[src/rtl/mdio_responder.sv]
// Clause 22 MDIO PHY-side responder with a 32x16 register file; MDC oversampled in clk.
// Latency: MDIO drive changes 3 clk after an MDC fall; no backpressure (MDC-paced).
module mdio_responder #(
    parameter logic [4:0]  PHY_ADDR     = 5'd1,
    parameter int          PREAMBLE_LEN = 32,
    parameter logic [15:0] PHY_ID1      = 16'h0022,
    parameter logic [15:0] PHY_ID2      = 16'h1622
) (
    input  logic        clk,
    input  logic        reset,
    input  logic        mdc,
    input  logic        mdio_in,
    output logic        mdio_out,
    output logic        mdio_oen,
    input  logic [15:0] status_in,
    output logic        reg_wr_en,
    output logic [4:0]  reg_wr_addr,
    output logic [15:0] reg_wr_data
);

    typedef enum logic [2:0] {
        S_IDLE, S_ST2, S_OP, S_PHYAD, S_REGAD, S_TA, S_DATA, S_SKIP
    } state_t;

    localparam logic [5:0] PRE_MAX = 6'(PREAMBLE_LEN);

    // [0],[1] are the synchroniser stages, [2] holds the previous synced level
    logic [2:0] mdc_sync;
    logic [1:0] mdio_sync;
    logic       mdc_rise, mdc_fall, bit_in;

    always_ff @(posedge clk) begin
        mdc_sync  <= {mdc_sync[1:0], mdc};
        mdio_sync <= {mdio_sync[0], mdio_in};
    end

    assign mdc_rise = mdc_sync[1] & ~mdc_sync[2];
    assign mdc_fall = ~mdc_sync[1] & mdc_sync[2];
    assign bit_in   = mdio_sync[1];

    state_t      state, state_nxt;
    logic [4:0]  bit_cnt, bit_cnt_nxt;
    logic [5:0]  pre_cnt, pre_cnt_nxt;
    logic        is_rd, is_rd_nxt;
    logic        op_hi, op_hi_nxt;
    logic [4:0]  phy_sh, phy_sh_nxt;
    logic [4:0]  reg_sh, reg_sh_nxt;
    logic [15:0] rd_shift, rd_shift_nxt;
    logic [15:0] wr_shift, wr_shift_nxt;
    logic        out_nxt, oen_nxt;
    logic        commit;

    logic [15:0] regs [32];
    logic [4:0]  reg_addr_full;
    logic [15:0] rd_val;
    logic [15:0] wr_data_full;

    assign reg_addr_full = {reg_sh[3:0], bit_in};
    assign wr_data_full  = {wr_shift[14:0], bit_in};

    always_comb begin
        rd_val = regs[reg_addr_full];
        case (reg_addr_full)
            5'd1:    rd_val = status_in;
            5'd2:    rd_val = PHY_ID1;
            5'd3:    rd_val = PHY_ID2;
            default: rd_val = regs[reg_addr_full];
        endcase
    end

    always_comb begin
        state_nxt    = state;
        bit_cnt_nxt  = bit_cnt;
        pre_cnt_nxt  = pre_cnt;
        is_rd_nxt    = is_rd;
        op_hi_nxt    = op_hi;
        phy_sh_nxt   = phy_sh;
        reg_sh_nxt   = reg_sh;
        rd_shift_nxt = rd_shift;
        wr_shift_nxt = wr_shift;
        out_nxt      = mdio_out;
        oen_nxt      = mdio_oen;
        commit       = 1'b0;

        if (mdc_rise) begin
            case (state)
                S_IDLE: begin
                    if (bit_in) begin
                        if (pre_cnt != PRE_MAX) pre_cnt_nxt = pre_cnt + 6'd1;
                    end else begin
                        pre_cnt_nxt = 6'd0;
                        if (pre_cnt == PRE_MAX) state_nxt = S_ST2;
                    end
                end
                S_ST2: begin
                    bit_cnt_nxt = 5'd0;
                    state_nxt   = bit_in ? S_OP : S_IDLE;
                end
                S_OP: begin
                    if (bit_cnt == 5'd0) begin
                        op_hi_nxt   = bit_in;
                        bit_cnt_nxt = 5'd1;
                    end else if (op_hi != bit_in) begin
                        is_rd_nxt   = op_hi;
                        bit_cnt_nxt = 5'd0;
                        state_nxt   = S_PHYAD;
                    end else begin
                        state_nxt = S_IDLE;
                    end
                end
                S_PHYAD: begin
                    phy_sh_nxt = {phy_sh[3:0], bit_in};
                    if (bit_cnt == 5'd4) begin
                        bit_cnt_nxt = 5'd0;
                        state_nxt   = S_REGAD;
                    end else begin
                        bit_cnt_nxt = bit_cnt + 5'd1;
                    end
                end
                S_REGAD: begin
                    reg_sh_nxt = reg_addr_full;
                    if (bit_cnt == 5'd4) begin
                        bit_cnt_nxt = 5'd0;
                        if (phy_sh != PHY_ADDR) begin
                            state_nxt = S_SKIP;
                        end else begin
                            state_nxt = S_TA;
                            if (is_rd) rd_shift_nxt = rd_val;
                        end
                    end else begin
                        bit_cnt_nxt = bit_cnt + 5'd1;
                    end
                end
                S_TA: begin
                    if (bit_cnt == 5'd0) begin
                        bit_cnt_nxt = 5'd1;
                    end else begin
                        bit_cnt_nxt = 5'd0;
                        state_nxt   = S_DATA;
                    end
                end
                S_DATA: begin
                    if (!is_rd) wr_shift_nxt = wr_data_full;
                    if (bit_cnt == 5'd15) begin
                        state_nxt = S_IDLE;
                        commit    = !is_rd;
                    end else begin
                        bit_cnt_nxt = bit_cnt + 5'd1;
                    end
                end
                S_SKIP: begin
                    if (bit_cnt == 5'd17) state_nxt = S_IDLE;
                    else                  bit_cnt_nxt = bit_cnt + 5'd1;
                end
                default: state_nxt = S_IDLE;
            endcase
            if (state != S_IDLE && state_nxt == S_IDLE) pre_cnt_nxt = 6'd0;
        end

        // Drive decisions happen on the fall so the MAC sees stable data at its next rise
        if (mdc_fall) begin
            if (state == S_TA && bit_cnt == 5'd1 && is_rd) begin
                oen_nxt = 1'b0;
                out_nxt = 1'b0;
            end else if (state == S_DATA && is_rd) begin
                oen_nxt      = 1'b0;
                out_nxt      = rd_shift[15];
                rd_shift_nxt = {rd_shift[14:0], 1'b0};
            end else begin
                oen_nxt = 1'b1;
                out_nxt = 1'b1;
            end
        end
    end

    always_ff @(posedge clk) begin
        if (!reset) begin
            state       <= S_IDLE;
            bit_cnt     <= 5'd0;
            pre_cnt     <= 6'd0;
            is_rd       <= 1'b0;
            op_hi       <= 1'b0;
            phy_sh      <= 5'd0;
            reg_sh      <= 5'd0;
            rd_shift    <= 16'd0;
            wr_shift    <= 16'd0;
            mdio_out    <= 1'b1;
            mdio_oen    <= 1'b1;
            reg_wr_en   <= 1'b0;
            reg_wr_addr <= 5'd0;
            reg_wr_data <= 16'd0;
        end else begin
            state     <= state_nxt;
            bit_cnt   <= bit_cnt_nxt;
            pre_cnt   <= pre_cnt_nxt;
            is_rd     <= is_rd_nxt;
            op_hi     <= op_hi_nxt;
            phy_sh    <= phy_sh_nxt;
            reg_sh    <= reg_sh_nxt;
            rd_shift  <= rd_shift_nxt;
            wr_shift  <= wr_shift_nxt;
            mdio_out  <= out_nxt;
            mdio_oen  <= oen_nxt;
            reg_wr_en <= commit;
            if (commit) begin
                reg_wr_addr <= reg_sh;
                reg_wr_data <= wr_data_full;
            end
        end
    end

    // Entries 1..3 are shadowed by live/ID values on read, so clearing them is invisible
    always_ff @(posedge clk) begin
        if (!reset) begin
            for (int i = 0; i < 32; i++) regs[i] <= 16'd0;
        end else if (commit) begin
            if (reg_sh == 5'd0 && wr_data_full[15]) begin
                for (int i = 0; i < 32; i++) regs[i] <= 16'd0;
            end else if (reg_sh == 5'd0 || reg_sh >= 5'd4) begin
                regs[reg_sh] <= wr_data_full;
            end
        end
    end

endmodule

[config.mk]
export PLATFORM = sky130hd
export DESIGN_NAME = mdio_responder
export DESIGN_NICKNAME = d
export VERILOG_FILES = /design/src/rtl/mdio_responder.sv
export SDC_FILE = /design/constraint.sdc
export NUM_CORES = 1
export LEC_CHECK = 0
export BUFFER_PORTS_ARGS = -buffer_cell sky130_fd_sc_hd__buf_2
export CAP_MARGIN = 0
export CELL_PAD_IN_SITES_DETAIL_PLACEMENT = 1
export CELL_PAD_IN_SITES_GLOBAL_PLACEMENT = 1
export CORE_ASPECT_RATIO = 1.5
export CORE_MARGIN = 3
export CORE_UTILIZATION = 44
export DETAILED_ROUTE_END_ITERATION = 8
export PLACE_DENSITY_LB_ADDON = 0.1
export SETUP_SLACK_MARGIN = 0.5
export SYNTH_ARGS = -nofsm -noshare
export SYNTH_HDL_FRONTEND = slang
export SYNTH_SLANG_ARGS = --single-unit
[constraint.sdc]
create_clock -name clk -period 6.19 [get_ports clk]
set_clock_uncertainty 0.05 [all_clocks]
set_input_delay 1.238 -clock clk [delete_from_list [all_inputs] [get_ports clk]]
set_output_delay 1.238 -clock clk [all_outputs]
set_load 0.1 [all_outputs]
[Yosys cells after proc, flatten, opt, wreduce, memory -nomap -nowiden]
Memory sizes are Yosys's and may differ from the RTL's.
Index checks and enable logic that the tools add are counted.
Word-level totals
  output and inout bits: 24
  memories kept: 1
  memory bits (writable): 512
  input bits: 20
  logic and storage cells: 188
  bits in registers: 86
Memory list
  regs: depth 32, width 16, rd ports 1, clocked after memory_dff 0, wr ports 32, line 53  | logic [15:0] regs [32];
Cells by class
  order comparisons: 1
  muxes and demuxes: 85
  reduce and logical (&&, ||, !) cells: 23
  add/subtract/negate cells: 2
  bitwise gates (word level): 38
  equality and inequality tests: 22
Operators by type and width (number)
  16-bit 2-to-1 mux: 41
  16-bit case mux with 3 select lines: 1
  1-bit bitwise OR: 32
  5-bit 2-to-1 mux: 6
  5-bit case mux with 6 select lines: 1
  3-bit 2-to-1 mux: 9
  6-bit 2-to-1 mux: 4
  3-bit case mux with 8 select lines: 1
  1-bit 2-to-1 mux: 19
  16-bit OR reduction: 1
  3-bit equality test, second input constant: 4
  5-bit by 1-bit equality test with 1-bit output, second input constant: 2
  5-bit by 2-bit equality test with 1-bit output, second input constant: 2
  5-bit logical NOT: 2
  3-bit AND reduction: 3
  6-bit by 1-bit adder with 6-bit output, second input constant: 1
  3-bit by 2-bit equality test with 1-bit output, second input constant: 2
  6-bit equality test, second input constant: 1
  3-bit logical NOT: 2
  2-bit 2-to-1 mux: 3
  6-bit inequality test, second input constant: 1
  6-bit nonzero test: 1
  5-bit by 1-bit adder with 5-bit output, second input constant: 1
  5-bit by 3-bit equality test with 1-bit output, second input constant: 1
  other kinds (20): 30

[Depth between registers and ports, before layout]
Gate-level depths: netlist of run 1.
  depth in word-level cells: 10
  depth in mapped cells: 10
  depth with buffers taken out: 8

[Worst setup path after synthesis of run 1]
No wires, ideal clock.
  path kind: input to register
  start point: input reset
  end point: memory regs[5][0], enable pin
  arrival time: 3.170 ns
  path slack: 2.559 ns
  required time: 5.729 ns
  stages on the path: 4
  cell sequence: inv_1 -> or4_1 -> buf_2 -> o21ai_0
RTL lines
  start: declaration: line 10  | input logic reset,
  end: declaration: line 53

==> results of run 1 <==
per-layer routing:
metal | GRT usage, % | vias to the layer above
met5 | 0 | -
met4 | 9.26 | 2
met3 | 2.70 | 123
met2 | 44.3 | 310
met1 | 29.4 | 8762
li1 | - | 7520
metrics by stage:
step | worst slack [ps] | std cells | hold slack [ps] | cell area (µm²)
after floorplan | 2560 | 2094 | 260 | 27300
after global placement | 1840 | 2790 | 271 | 28100
after detailed placement | 1830 | 2790 | 267 | 28100
after CTS | 1790 | 2897 | 286 | 30000
after global routing | 1550 | 2897 | 287 | 30000
final | 1820 | 2897 | 285 | 30000
synthesized netlist by cell type, drive strengths merged, types with 40 or more instances:
library cell / count
edfxtp: 506
and2: 437
clkbuf: 126
dfxtp: 86
nor2: 85
nand2: 82
mux4: 74
buf: 67
a21oi: 65
mux2: 54
o21ai: 47
mux2i: 45
nor2b: 45
nor3: 40
cell type report:
cell class	count	area, µm²	share of cell area [%]
repair buffers	105	706	2.35
clock inverters	33	318	1.06
clock buffers	74	1510	5.04
multi-input cells	1291	9460	31.6
flip-flops and latches	592	16900	56.5
well taps	784	981	3.27
inverters	18	67.6	0.225
flip-flops by register name, indices dropped and copies added, names as in the netlist, 2 cells and up:
signal	cells
reg_sh	5
mdc_sync	3
state	3
reg_wr_data	16
mdio_sync	2
phy_sh	5
pre_cnt	6
rd_shift	16
regs	506
wr_shift	15
bit_cnt	5
reg_wr_addr	5
cells by family after synthesis:
kind of cell / after synthesis / share of synthesized area, %
mux: 173 / 10.0
simple gates: 799 / 17.2
other cells: 1 / 0.0138
xor+xnor: 2 / 0.0645
flops: 592 / 62.3
buf+inv: 211 / 3.51
fa+ha+maj: 6 / 0.276
compound gates: 268 / 6.56
power groups by stage:
stage	sequential, µW	clock (µW)	combinational, µW
after floorplan	4610	0	204
after global placement	4620	0	339
after detailed placement	4630	0	343
after CTS	4540	3580	344
after global routing	4560	3730	362
final	4540	3500	339
cells in the final DEF (no fill, tap or decap), drive strengths merged, types with 40 or more instances in the layout:
cell type  synthesis  layout
conb               1      43
nor2              85      85
nand2             82      82
mux2i             45      45
dfxtp             86      86
mux2              54      54
buf               67     105
and2             437     437
clkbuf           126      74
edfxtp           506     506
mux4              74      74
nor2b             45      45
o21ai             47      47
a21oi             65      65
nor3              40      40
worst max-delay path by stage:
stage	startpoint	endpoint	cells past startpoint
global route	state[1]	regs[0][3]	5
CTS	state[1]	regs[0][3]	5
finish	state[1]	regs[0][3]	5
floorplan	reset	regs[5][0]	4
detailed placement	state[1]	regs[0][3]	5
global placement	state[2]	regs[0][11]	5
==> reports/results.tsv, run 1 <==
stage	metric	value	unit
min_path	min_from	mdio_sync[0]	
min_path	hp-class	reg -> reg	
worst_setup_path	arrival	4550	ps
timing	rsz0062_at_grt	no	
logic_synthesis	synth_enable_flop_cells	506	
grt	grt.total_usage	24.2	%
route	wl_per_cell	27.2	µm
grt	gr-total-overflow	0	
timing	fmax	0.229	GHz
logic_synthesis	yosysTopAreaCellShare	55.9	%
pwr	internal_power	6580	µW
logic_synthesis	async_flop_share	0	%
grt	antenna_found_initial	2	
route	dr_wl_met3	2310	µm
pwr	clockPowerShare	41.8	%
worst_setup_path	crit_chain	and4bb_1 -> nand3_2 -> nor3_1 -> and4b_1 -> nand2b_1	
logic_synthesis	ys_warn_count	0	
grt	grt_max_degree	113	
finish	drive_gt1_share	16.7	%
grt	grt_pass1_wl	117000	µm
worst_setup_path	worstSetupPathType	reg -> reg	
worst_setup_path	crit_fanout	24	
finish	diodes	0	
pwr	vdd_drop_max	0.000177	V
grt	grt_pass1_vias	17745	
clocking	cts_resized	0	
route	drt_iter0_drc	1099	
min_path	min_to	mdio_sync[1]	
placed_design	place_congestion	0.797	
worst_setup_path	rrSetupSlack	1820	ps
clocking	cts_tree	done	
logic_synthesis	netlist_instances	2052	
timing	fin_setup_tns	0	ps
floorplanning	core_area	60600	µm²
status	status	finished, final reports clean	
floorplanning	rows	110	
logic_synthesis	synth_area	27200	µm²
clocking	cts_root_buffer	clkbuf_16	
route	postRouteWirelength	78800	µm
floorplanning	die_h	310	µm
route	vias	16717	
pwr	power.share.sequential	54.2	%
pwr	p_per_area	280	nW/µm²
finish	synthToLayoutAreaGrowth	10.3	%
route	dr.pass1.iters	6	
pwr	finalPower	8380	µW
flow_run	maxCapViolations	0	
worst_setup_path	slowest_delay	820	ps
timing	post-route-period-util	70.6	%
clocking	postCtsHoldBufs	0	
timing	setup_violations	0	
route	wl_met2	41700	µm
worst_setup_path	timing.rr.start	state[1]	
clocking	clk_pin_slew	60	ps
timing	maxSlewHeadroom	25.5	%
timing	min_period	4370	ps
logic_synthesis	syn_area_per_cell	13.2	µm²
timing	slew_viol_final	0	
floorplanning	die_w	209	µm
timing	hold_viol	0	
clocking	clock_sinks	592	
route	drc	0	
worst_setup_path	cp_top_family	simple AND/OR/NAND/NOR gates	
finish	nets	2092	
logic_synthesis	ys_seq_elements	592	
logic_synthesis	synth_ff_type	edfxtp_1	
pwr	p_sw	1800	µW
floorplanning	dieArea	64800	µm²
pwr	pwr-share-comb	4.0	%
finish	finish.utilization	49.5	%
floorplanning	io-pin-count	44	
route	topRoutingLayerUsed	met5	
finish	fill_cells	6150	
logic_synthesis	ys_types	70	
worst_setup_path	end_kind	flip-flop	
worst_setup_path	slowest_stage	nand2b_1	
clocking	cts_setup_buffers	0	
worst_setup_path	ff2ff_path_depth	5	
route	avgViaCountPerCell	5.77	
worst_setup_path	required	6370	ps
clocking	htree_levels	2	
worst_setup_path	r2r-end	regs[0][3]	
route	wl_met1	31500	µm
worst_setup_path	start_kind	flip-flop	
placed_design	numPortBuffers	43	
logic_synthesis	synth_area_leader_cell	edfxtp_1	
logic_synthesis	synth.area.top_cells	edfxtp_1 56%, and2_1 10%, dfxtp_1 6.3%, mux4_2 6.1%, mux2_2 2.2%	
logic_synthesis	yosysSeqAreaShare	62.3	%
worst_setup_path	path_buf_inv	0	
floorplanning	floorplan.initialDensity	44.8	%
pwr	p_sw_share	21.5	%
pwr	p_leak	0.00995	µW
clocking	clock_path_buffers	3	
clocking	worstSkewPairLatency	620	ps
min_path	min_path_cells	0	
placed_design	dp_hpwl	51200	µm
route	postRouteAntennaNets	0	
clocking	cts_made_buffers	58	
timing	tightest_slew	1110	ps
Note: power is estimated with default switching activity, not from simulation.
==> run 2: changes to the inputs <==
Clock period 6.19 ns to 4 ns, I/O delays scaled along.
==> run 2 against run 1 <==
Non-clock buffer count grew 40. Global-route usage grew 0.16 points. Utilization grew 0.48 points. Via count grew 0.15%. Combinational power grew 58%. Critical path type unchanged. Largest cell class unchanged.
==> reports/results.tsv, run 2 (synthesis gave the netlist of run 1 again) <==
stage	metric	value	unit	change
worst_setup_path	worstSetupPathType	reg -> reg		
floorplanning	io-pin-count	44		unchanged
worst_setup_path	crit_chain	buf_12 -> buf_4 -> mux2_2 -> o22ai_1 -> nor3_1 -> a2111oi_0 -> a21oi_1		
grt	grt_pass1_wl	118000	µm	+1.1%
status	status	finished, final reports clean		
timing	min_period	3180	ps	-1190 ps
min_path	hp-class	in -> reg		
worst_setup_path	slowest_delay	870	ps	+50 ps
timing	rsz0062_at_grt	no		
timing	setup_violations	0		unchanged
clocking	clock_sinks	592		unchanged
grt	grt_max_degree	65		-42%
floorplanning	floorplan.initialDensity	44.8	%	unchanged
grt	grt.total_usage	24.3	%	+0.16 points
clocking	cts_resized	0		unchanged
clocking	htree_levels	2		unchanged
worst_setup_path	crit_path_start	reg_sh[1]		
clocking	clk_pin_slew	60	ps	about the same
timing	post-route-period-util	79.4	%	+8.9 points
placed_design	place_congestion	0.820		+2.8%
timing	hold_viol	0		unchanged
worst_setup_path	slowest_stage	dfxtp_4		
timing	fin_setup_tns	0	ps	unchanged
finish	synthToLayoutAreaGrowth	11.4	%	
worst_setup_path	timing.rr.start	reg_sh[1]		
worst_setup_path	path_buf_inv	2		+2
pwr	finalPower	12900	µW	+54%
grt	grt_pass1_vias	17820		+0.42%
worst_setup_path	cp_top_family	compound AO/OA/AOI/OAI gates		
clocking	cts_setup_buffers	0		unchanged
route	dr.pass1.iters	5		-1
finish	finish.utilization	50.0	%	+0.48 points
finish	largest-register	regs		
finish	layout_commonest_cell	edfxtp_1		
pwr	vdd_drop_max	0.000317	V	+79%
worst_setup_path	end_kind	flip-flop		
timing	tightest_slew	974	ps	-140 ps
grt	gr-total-overflow	0		unchanged
clocking	cts_made_buffers	58		unchanged
route	avgViaCountPerCell	5.71		-0.98%
clocking	worstSkewPairLatency	640	ps	+20 ps
route	vias	16742		+0.15%
flow_run	maxCapViolations	0		unchanged
floorplanning	dieArea	64800	µm²	unchanged
worst_setup_path	arrival	3620	ps	-930 ps
route	postRouteAntennaNets	0		unchanged
worst_setup_path	crit_fanout	45		+88%
worst_setup_path	start_kind	flip-flop		
floorplanning	die_w	209	µm	unchanged
floorplanning	core_area	60600	µm²	unchanged
finish	nets	2132		+1.9%
finish	drive_gt1_share	18.1	%	+1.5 points
min_path	min_from	mdc		
timing	fin_hold_ws	224	ps	-61.4 ps
clocking	cts_tree	done		
route	wl_per_cell	26.9	µm	-0.94%
timing	fmax	0.315	GHz	+37%
placed_design	numPortBuffers	43		unchanged
floorplanning	die_h	310	µm	unchanged
placed_design	dp_hpwl	52500	µm	+2.5%
finish	mostFrequentLayoutCells	506 x edfxtp_1, 437 x and2_1, 96 x buf_4		
clocking	clock_path_buffers	3		unchanged
finish	largest_reg_flops	506		unchanged
clocking	cts_root_buffer	clkbuf_16		
timing	slew_viol_final	0		unchanged
finish	reg.largest.list	regs x506, rd_shift x16, reg_wr_data x16		
pwr	p_leak	0.0101	µW	+1.7%
route	drt_iter0_drc	1059		-3.6%
floorplanning	rows	110		unchanged
clocking	postCtsHoldBufs	0		unchanged
finish	diodes	0		unchanged
timing	maxSlewHeadroom	34.8	%	+9.3 points
route	drc	0		unchanged
route	postRouteWirelength	78900	µm	+0.19%
grt	antenna_found_initial	2		unchanged
worst_setup_path	required	4440	ps	-1930 ps
pwr	p_per_area	425	nW/µm²	+52%
[run 2: cell count changes in the layout (fill, tap and decap cells not counted), moves of 2 or more]
| cell | before | now |
|---|---|---|
| buf_4 | 60 | 96 |
| buf_12 | 2 | 6 |
| clkinvlp_4 | 3 | 1 |
| clkinvlp_2 | 0 | 2 |
| clkinv_4 | 0 | 4 |
| clkinv_1 | 13 | 9 |
| dfxtp_1 | 83 | 81 |
| dfxtp_2 | 0 | 2 |
| bufinv_16 | 6 | 4 |
| clkinv_2 | 10 | 3 |
[run 2: per-stage QoR]
step	std cells	worst slack (ps)	instance area [µm²]
after floorplan	2094	667	27300
after global placement	2830	841	28500
after detailed placement	2830	812	28500
after CTS	2930	789	30300
after global routing	2930	602	30300
final	2930	823	30300
[run 2: final timing paths]
kind | end | slack [ps] | depth (start not counted)
setup / recovery | rd_shift[9] | 820 | 7
hold / removal | mdc_sync[0] | 220 | 1
setup reg to reg | rd_shift[9] | 820 | 7
hold reg to reg | mdio_sync[1] | 300 | 0
[run 2: final cells by class]
cell class / instances / area, µm²
clock buffers: 76 / 1540
clock inverters: 24 / 230
fillers: 6090 / 30300
inverters: 18 / 67.6
multi-input cells: 1291 / 9460
flip-flops and latches: 592 / 16900
well taps: 784 / 981
repair buffers: 145 / 1060
[run 2: routing by layer]
metal	track usage, %	wire length, µm
met1	30.9	32700
met2	43.8	41000
met3	2.69	2570
met4	7.92	2680
met5	0	0
[run 2: where the power goes]
group | switching, µW | leakage [µW] | internal (µW) | total, µW
clock network | 2350 | 0.000851 | 2950 | 5300
logic | 339 | 0.00371 | 197 | 536
registers | 85.8 | 0.00555 | 6950 | 7030
